## src/rtl/config_pkg.sv

```systemverilog
// Shared constants and state encoding for the configuration-frame write path.
package config_pkg;
  localparam logic [31:0] SYNC_WORD   = 32'hFAB0_FAB1;
  localparam logic [31:0] DESYNC_WORD = 32'hFAB0_FAB0;

  // Address word: column in the top bits, frame index in the bottom bits.
  localparam int ADDR_COL_MSB = 31;
  localparam int ADDR_IDX_LSB = 0;

  typedef enum logic [1:0] {
    IDLE = 2'd0,
    ADDR = 2'd1,
    DATA = 2'd2
  } cfgState_t;
endpackage

```

## src/rtl/config_frame_decode.sv

```systemverilog
// Frame index to one-hot strobe decode plus column/index range checks.
module config_frame_decode #(
  parameter int MaxFramesPerCol  = 20,
  parameter int FrameSelectWidth = 5,
  parameter int NumColumns       = 17
) (
  input  logic [FrameSelectWidth-1:0] col,
  input  logic [FrameSelectWidth-1:0] idx,
  output logic [MaxFramesPerCol-1:0]  frameOneHot,
  output logic                        colValid,
  output logic                        idxValid
);
  always_comb begin
    frameOneHot = '0;
    for (int i = 0; i < MaxFramesPerCol; i++) begin
      frameOneHot[i] = (int'(idx) == i);
    end
  end

  assign colValid = (int'(col) < NumColumns);
  assign idxValid = (int'(idx) < MaxFramesPerCol);
endmodule

```

## src/rtl/config_frame_fsm.sv

```systemverilog
// Configuration word stream sequencer: SYNC, address word, then one data word per row.
// Optional CONFIG_FRAME_COUNT_EN adds a FrameCount output of committed frames.
//
// state | meaning
// IDLE  | waiting for SYNC, all other words ignored
// ADDR  | next word is a frame address (or DESYNC)
// DATA  | forwarding row words until the last row commits the frame
module config_frame_fsm
  import config_pkg::*;
#(
  parameter int MaxFramesPerCol  = 20,
  parameter int FrameSelectWidth = 5,
  parameter int NumColumns       = 17,
  parameter int NumberOfRows     = 16,
  parameter int RowSelectWidth   = 5
) (
  input  logic                        CLK,
  input  logic                        resetn,
  input  logic [31:0]                 WriteData,
  input  logic                        WriteStrobe,
  output logic [31:0]                 FrameData,
  output logic [RowSelectWidth-1:0]   RowSelect,
  output logic                        FrameDataValid,
  output logic [FrameSelectWidth-1:0] FrameSelect,
  output logic [MaxFramesPerCol-1:0]  FrameStrobe_I,
  output logic                        FrameStrobe,
  output logic                        ConfigError
`ifdef CONFIG_FRAME_COUNT_EN
  ,
  output logic [15:0]                 FrameCount
`endif
);
  cfgState_t                  state;
  logic [RowSelectWidth-1:0]  rowCnt;
  logic                       discard;
  logic [FrameSelectWidth-1:0] addrCol;
  logic [FrameSelectWidth-1:0] addrIdx;
  logic [MaxFramesPerCol-1:0] decodedOneHot;
  logic                       colValid;
  logic                       idxValid;
  logic                       addrBad;
  logic                       lastRow;

  assign addrCol = WriteData[ADDR_COL_MSB -: FrameSelectWidth];
  assign addrIdx = WriteData[ADDR_IDX_LSB +: FrameSelectWidth];
  assign addrBad = !(colValid && idxValid);
  assign lastRow = (rowCnt == RowSelectWidth'(NumberOfRows - 1));

  config_frame_decode #(
    .MaxFramesPerCol (MaxFramesPerCol),
    .FrameSelectWidth(FrameSelectWidth),
    .NumColumns      (NumColumns)
  ) uDecode (
    .col        (addrCol),
    .idx        (addrIdx),
    .frameOneHot(decodedOneHot),
    .colValid   (colValid),
    .idxValid   (idxValid)
  );

  always_ff @(posedge CLK or negedge resetn) begin
    if (!resetn) begin
      state          <= IDLE;
      rowCnt         <= '0;
      discard        <= 1'b0;
      FrameData      <= '0;
      RowSelect      <= '0;
      FrameDataValid <= 1'b0;
      FrameSelect    <= '0;
      FrameStrobe_I  <= '0;
      FrameStrobe    <= 1'b0;
      ConfigError    <= 1'b0;
`ifdef CONFIG_FRAME_COUNT_EN
      FrameCount     <= '0;
`endif
    end else begin
      FrameDataValid <= 1'b0;
      FrameStrobe    <= 1'b0;
      if (WriteStrobe) begin
        case (state)
          IDLE: begin
            if (WriteData == SYNC_WORD) begin
              state       <= ADDR;
              ConfigError <= 1'b0;
`ifdef CONFIG_FRAME_COUNT_EN
              FrameCount  <= '0;
`endif
            end
          end
          ADDR: begin
            if (WriteData == DESYNC_WORD) begin
              state <= IDLE;
            end else begin
              FrameSelect   <= addrCol;
              FrameStrobe_I <= addrBad ? '0 : decodedOneHot;
              discard       <= addrBad;
              if (addrBad) ConfigError <= 1'b1;
              rowCnt        <= '0;
              state         <= DATA;
            end
          end
          DATA: begin
            // Rows of a discarded frame are still forwarded; only the commit is suppressed.
            FrameData      <= WriteData;
            RowSelect      <= rowCnt;
            FrameDataValid <= 1'b1;
            rowCnt         <= rowCnt + 1'b1;
            if (lastRow) begin
              state       <= ADDR;
              FrameStrobe <= !discard;
`ifdef CONFIG_FRAME_COUNT_EN
              if (!discard) FrameCount <= FrameCount + 16'd1;
`endif
            end
          end
          default: state <= IDLE;
        endcase
      end
    end
  end
endmodule

```

## config.mk

```make
export PLATFORM = sky130hd
export DESIGN_NAME = config_frame_fsm
export DESIGN_NICKNAME = d
export VERILOG_FILES = /design/src/rtl/config_pkg.sv /design/src/rtl/config_frame_decode.sv /design/src/rtl/config_frame_fsm.sv
export SDC_FILE = /design/constraint.sdc
export NUM_CORES = 1
export LEC_CHECK = 0
export CELL_PAD_IN_SITES_DETAIL_PLACEMENT = 1
export CELL_PAD_IN_SITES_GLOBAL_PLACEMENT = 1
export CORE_UTILIZATION = 32
export DETAILED_ROUTE_END_ITERATION = 16
export GPL_ROUTABILITY_DRIVEN = 0
export PLACE_DENSITY_LB_ADDON = 0.1
export SLEW_MARGIN = 20
export SYNTH_ARGS = -nofsm -noshare
export SYNTH_HDL_FRONTEND = slang
export SYNTH_SLANG_ARGS = --single-unit
```

## constraint.sdc

```tcl
create_clock -name CLK -period 1.71 [get_ports CLK]
set_input_delay 0.2565 -clock CLK [delete_from_list [all_inputs] [get_ports CLK]]
set_output_delay 0.2565 -clock CLK [all_outputs]
set_load 0.01 [all_outputs]
```

==> results of run 1 <==
## worst max-delay path, cell delays in order
cell,delay (ns)
clkdlybuf4s15_1,0.19
or4bb_4,0.50
nor4b_4,0.36
a211oi_4,0.19
clkbuf_16,0.21
mux2_4,0.30
## routing by layer
layer	share of wire (%)	wire length, µm	vias to the layer above
li1	-	-	1321
met1	46	4190	1362
met2	49	4440	65
met3	4.0	366	11
met4	1.5	136	0
met5	0	0	-
## cells by family after synthesis
group	Yosys count	share of synthesized area [%]
AOI/OAI and AO/OA	17	3.92
muxes	26	11.6
adders and majority gates	2	0.760
DFF	73	55.5
buffers and inverters	20	3.42
and+or+nand+nor	171	24.8
## registers in the layout (all words and copies together) (netlist names)
register and flops:
FrameStrobe 1, FrameData 32, state 2, rowCnt 5, FrameSelect 5, RowSelect 5, FrameDataValid 1, FrameStrobe_I 20
discard 1, ConfigError 1
## final timing paths
kind,start,endpoint,cells past startpoint
max,WriteData[15],FrameStrobe_I[19],6
min,WriteData[16],FrameData[16],3
max reg2reg,state[0],FrameStrobe_I[19],4
min reg2reg,discard,FrameStrobe,1
max in group asynchronous,resetn,FrameData[27],3
min in group asynchronous,resetn,FrameData[13],2
## synth_stat cells (all sizes together) (5+ instances only)
| cell | number |
|---|---|
| clkbuf | 12 |
| nand2 | 120 |
| dfrtp | 73 |
| mux2 | 26 |
| nor2 | 12 |
| nor3 | 5 |
| o21ai | 5 |
## cell type report
type / count / area [µm²]
Sequential cell: 73 / 1830
Fill cell: 1089 / 4840
Clock inverter: 6 / 108
Multi-Input combinational cell: 216 / 1410
Tap cell: 133 / 166
Timing Repair Buffer: 152 / 1380
Clock buffer: 9 / 124
Inverter: 4 / 15.0
## stage by stage
step                      TNS [ns]  utilization (%)  total power [mW]  hold slack (ns)
after global routing         -1.82             50.9              6.61           0.0842
final                        -1.00             50.9              6.20           0.0812
after global placement      -28.69             47.8              4.59            0.155
after CTS                    -1.02             51.1              6.29           0.0751
after detailed placement    -29.97             47.8              4.66            0.157
after floorplan              -3.84                -              3.31          -0.0391
## timing repair
item                                    4_1_cts  5_1_grt
gates cloned                                  1        0
hold buffers                                  1        0
pin swaps                                    11        6
buffers inserted                             11        0
gates resized for setup                      76        9
hold endpoints to repair                     17        0
endpoints found under the setup margin       34       35
## cell usage in the layout (no fill, tap or decap), types with 3 or more instances in the layout
| master | count |
|---|---|
| nor3b_1 | 4 |
| buf_4 | 47 |
| clkbuf_8 | 9 |
| buf_2 | 8 |
| buf_12 | 3 |
| nand2b_1 | 4 |
| bufinv_16 | 3 |
| or4bb_4 | 3 |
| buf_6 | 4 |
| inv_1 | 4 |
| mux2_4 | 24 |
| nor4_1 | 3 |
| nor2_1 | 10 |
| dlygate4sd2_1 | 17 |
| o21ai_0 | 5 |
| clkdlybuf4s50_1 | 66 |
| clkbuf_2 | 3 |
| nor3_1 | 4 |
| dfrtp_1 | 73 |
| nand2_1 | 118 |
| a21oi_1 | 3 |
| nor4b_1 | 3 |
## power by group
group | switching [mW] | leakage (nW) | internal [mW]
clock | 0.667 | 0.115 | 0.956
combinational | 0.937 | 1.34 | 1.15
sequential | 0.278 | 0.948 | 2.21
==> results.md, run 1 <==
* Leakage component of the power at ~2.4 nW
* Kind of start point of the critical path: input pin
* Vias per cell at roughly 4.7
* Top fanout value on the critical path at 8
* Ratio of cells with drive above 1 in the final layout at a little over a quarter
* Count of final setup violators at 25
* First-pass detailed-route iteration total at 4
* RSZ-0062 raised after global routing: true
* Least-Margin Pin Slew at 0.560 ns
* Overall die width at about 100 µm
* Number of hold-slack violations in the final timing report at 0
* Placed wire-length estimate after detailed placement at around 6.6 mm
* Antenna violations before repair at 0
* Number of buffers between clock root and the deepest sink at 2
* Global routing met2 resource utilization at a little over 30%
* Post-synth net total at roughly 350
* Worst setup slack before clock tree synthesis at -0.808 ns
* Worst-case setup margin in the final layout at -0.0688 ns
* Insertion delay of the later-clocked pin in the worst-skew pair at roughly 0.35 ns
* DRC marker count from the first detailed-route iteration at 49
* Placed Instances at about 570
* Wirelength, routed at ~9.1 mm
* Count of port buffers added during placement at 99
* Number of synthesized flops with an enable pin at 0
* Synthesized area at roughly 0.0033 mm²
* Kind of end point of the critical path: flop
* WL/cell at between 15 and 20 µm
* Met3 track demand over resource in global routing at 3.76%
* Number of max-slew violations in the final report at 0
* Classification of the worst-slack hold path: in2reg
* Slew headroom at between 60% and 70%
* Clock tree root driver cell: clkbuf_8
* Clock slew seen by the registers of the worst setup and hold paths at ~0.08 ns
* Via Count at 2,759
* Main flop type after synthesis: dfrtp_1
* Post-layout instance area at 0.00502 mm²
* Site Rows at 36
* CTS H-tree depth at 3
* Synthesized area per cell at 10.7 µm²
* Final critical path time including I/O delays and setup at around 1.8 ns
* Arrival time at the worst endpoint at slightly above 2 ns
* Sequential share of the synthesized area at about 55%
* Post-Place Cell Area at 0.00472 mm²
* Number of warnings issued by yosys at 0
* Reported max-cap violation count at 0
* Worst IR drop on VDD at 0.649 mV
* Layer with the highest usage: met2
* Core area at about 0.0099 mm²
* Clk sink count at 73
* First-pass GRT wire length at ~15 mm
* Via count of the first global-routing pass at ~2,900
* Biggest area consumer among synthesized cells: dfrtp_1
* Starting density of the core at about a third
* Period utilization at 104%
* Post-synth top area share at between 50% and 60%
* Floorplan die area at around 0.011 mm²
* GR Layer Usage met1 at 24.7%
* Clock buffers created by TritonCTS at 9
* Post-Syn Instances at about 310
* Pwr dens at between 1000 and 1500 mW/mm²
* Worst Path Class, Setup: in2reg
* Top cells by area in the synthesized netlist: dfrtp_1, nand2_1, mux2_4
* Timing-limited maximum frequency at 0.562 GHz
* Failing checks: setup timing
* Result of the run: finished with violations
* Non-filler cells, final at 593
* GRT Overall Usage at a little under a fifth
* Clock Skew at ~0.0067 ns
* Data required, critical path at 1.95 ns
* Total Nets Final at just under 500
* Reg2reg setup slack at ~0.050 ns
* Grt ovf at 0
* Count of boundary I/O pins at 100
* Flop and latch count out of synthesis at 73
* Number of antenna repair diodes at 0
* Distinct cell type count after synthesis at 39
* Largest net degree at the start of global routing at 38
* Area growth, synth to finish at 52.6%
* Proportion of synthesized flip-flops having asynchronous set or reset at 100%
* Remaining number of nets flagged by the antenna check after routing at 0
* Number of DRC violations after detailed routing at 0
* CTS tree: yes
* Die extent in y at a little over 100 µm
Power figures use the tool's default switching activity.
==> inputs of run 2 (changes only) <==
- ABC_CLOCK_PERIOD_IN_PS: unset -> 1710
- CORE_UTILIZATION: 32 -> 30
==> run 2 against run 1 <==
Compared with the run above:
- the flow still finishes with violations (setup timing)
- final cell count is 2.0% lower
- largest cell class unchanged
- critical path depth stayed put
- highest routed layer unchanged
- flip-flop and latch count stayed put
- wire length is 0.81% higher
- global-route usage is 1.5 points lower
- sequential power hardly changed
- utilization is 4.0 points lower
- clock power is 4% lower
- maximum frequency is 3.1% higher
- hold slack better by 0.021 ns
==> results.md, run 2 (synthesis results as in run 1) <==
* GRT Overall Usage at between 10% and 20%
* Internal at roughly 4.2 mW
* Floorplan die area at about 0.011 mm²
* Total Nets Final at around 480
* Startpoint of the worst setup timing path: WriteData[10]
* Area growth, synth to finish at 49.1%
* Slew headroom at ~70%
* DRC marker count from the first detailed-route iteration at 81
* Top fanout value on the critical path at 8
* WL/cell at between 15 and 20 µm
* Clock buffers created by TritonCTS at 9
* Number of DRC violations after detailed routing at 0
* RSZ-0062 raised after global routing: true
* Classification of the worst-slack hold path: in2reg
* Pwr dens at 1250 mW/mm²
* Reg2reg setup slack at around 0.13 ns
* Placed wire-length estimate after detailed placement at approximately 6.2 mm
* Origin of the critical flop-to-flop path: state[0]
* Placed Instances at 558
* Number of inserted filler cells in the final layout at roughly 1,200
* Via Count at roughly 2,700
* Leakage component of the power at about 2.4 nW
* Final critical path time including I/O delays and setup at 1.72 ns
* Failing checks: setup timing
* Largest registers ranked by flip-flop count: FrameData: 32 flops, FrameStrobe_I: 20 flops
* Worst IR drop on VDD at 0.474 mV
* Count of boundary I/O pins at 100
* Overall die width at between 100 and 150 µm
* Data required, critical path at approximately 1.9 ns
* First-pass GRT wire length at 15.2 mm
* Die extent in y at 107 µm
* Count of port buffers added during placement at 99
* Clock tree root driver cell: clkbuf_8
* CTS tree: yes
* Clk sink count at between 70 and 80
* Site Rows at 37
* Flip-flop count of the largest register, all copies and words added at 32
* Switch share at 30.6%
* Starting density of the core at a little under a third
* Worst Path Class, Setup: in2reg
* Clock share of power at 25.6%
* Kind of end point of the critical path: flop
* Grt ovf at 0
* Wirelength, routed at 9.21 mm
* Most flops, register: FrameData
* Count of final setup violators at 19
* Number of antenna repair diodes at 0
* First-pass detailed-route iteration total at 4
* Kind of start point of the critical path: input pin
* Number of buffers between clock root and the deepest sink at 2
* Core area at approximately 0.010 mm²
* Period utilization at 101%
* Worst hold slack at 0.102 ns
* Ratio of cells with drive above 1 in the final layout at between 20% and 30%
* Largest net degree at the start of global routing at 74
* Part of the total power dissipated in combinational logic at around a third
* Vias per cell at between 4 and 5
* NetSw at approximately 1.9 mW
* Fraction of power consumed by sequential logic at 40.9%
* Arrival time at the worst endpoint at approximately 2.0 ns
* Antenna violations before repair at 0
* Clock slew seen by the registers of the worst setup and hold paths at 0.08 ns
* Timing-limited maximum frequency at between 0.5 and 0.6 GHz
* Result of the run: finished with violations
* Least-Margin Pin Slew at 0.448 ns
* Number of hold-slack violations in the final timing report at 0
* Overall Power at approximately 6.1 mW
* Via count of the first global-routing pass at between 2,000 and 3,000
* Clock Skew at ~0.0074 ns
* CTS H-tree depth at 3
* Leading cell types in the layout, fill and taps excluded: nand2_1, dfrtp_1, clkdlybuf4s50_1
* Reported max-cap violation count at 0
* Remaining number of nets flagged by the antenna check after routing at 0
* Insertion delay of the later-clocked pin in the worst-skew pair at approximately 0.34 ns
* Number of max-slew violations in the final report at 0
* Worst hold start: WriteData[10]
* Worst-case setup margin in the final layout at -0.0148 ns
* Non-filler cells, final at between 500 and 600
* Commonest non-fill, non-tap cell in the layout: nand2_1
run 2: cell types whose count changed in the layout (fill, tap and decap cells not counted), sizes merged, moves of 2 or more:
cell	previous run	this run
buf	62	47
clkinv	2	0
dlygate4sd2	17	12
dlymetal6s2s	0	5
clkbuf	13	16
run 2: critical path: stages:
cell and delay [ns]:
buf_6 0.09, or4bb_4 0.56, nor4b_4 0.37, a211oi_4 0.17, buf_6 0.19, mux2_4 0.30
run 2: final timing paths:
path	endpoint	cells after the start
worst min-delay path	FrameData[10]	3
min in group asynchronous	FrameData[14]	3
max in group asynchronous	FrameStrobe_I[8]	3
worst max-delay path	FrameStrobe_I[5]	6
worst max register to register	FrameStrobe_I[1]	4
worst min register to register	FrameStrobe	1
run 2: cell type report:
class                      count  area [µm²]  area share [%]
multi-input combinational    216        1390            28.3
timing repair buffer         136        1280            26.0
sequential                    73        1830            37.2
tap                          136         170            3.47
inverter                       4        15.0           0.306
clock inverter                 4        75.1            1.53
clock buffer                  12         155            3.16
run 2: per-stage QoR:
step | TNS [ns] | setup slack (ns) | area [µm²] | utilization, %
CTS | -1.17 | -0.0631 | 4950 | 47.3
finish | -0.150 | -0.0148 | 4910 | 46.9
global placement | -27.82 | -0.702 | 4630 | 44.3
global route | -0.643 | -0.0448 | 4910 | 46.9
floorplan | -3.84 | -0.160 | 3300 | -
detailed placement | -28.27 | -0.702 | 4630 | 44.3
run 2: power by group through the flow:
| stage | clock, mW | combinational (mW) | sequential (mW) |
|---|---|---|---|
| floorplan | 0 | 0.604 | 2.71 |
| global placement | 0 | 2.06 | 2.52 |
| detailed placement | 0 | 2.09 | 2.54 |
| CTS | 1.61 | 2.09 | 2.51 |
| global route | 1.69 | 2.25 | 2.57 |
| finish | 1.56 | 2.05 | 2.50 |
run 2: routing by layer:
layer	vias up	wire, µm	track usage (%)
met2	65	4350	27.8
li1	1285	-	-
met1	1325	4420	23.4
met4	0	104	5.28
met5	-	0	0
met3	9	342	2.98
run 2: timing repair:
| action | CTS | global route |
|---|---|---|
| resized for setup | 71 | 17 |
| setup buffers | 5 | 2 |
| hold buffers | 1 | 0 |
| cloned | 2 | 0 |
| pin swaps | 10 | 5 |
| hold endpoints to repair | 73 | 0 |
| setup endpoints to repair | 34 | 29 |
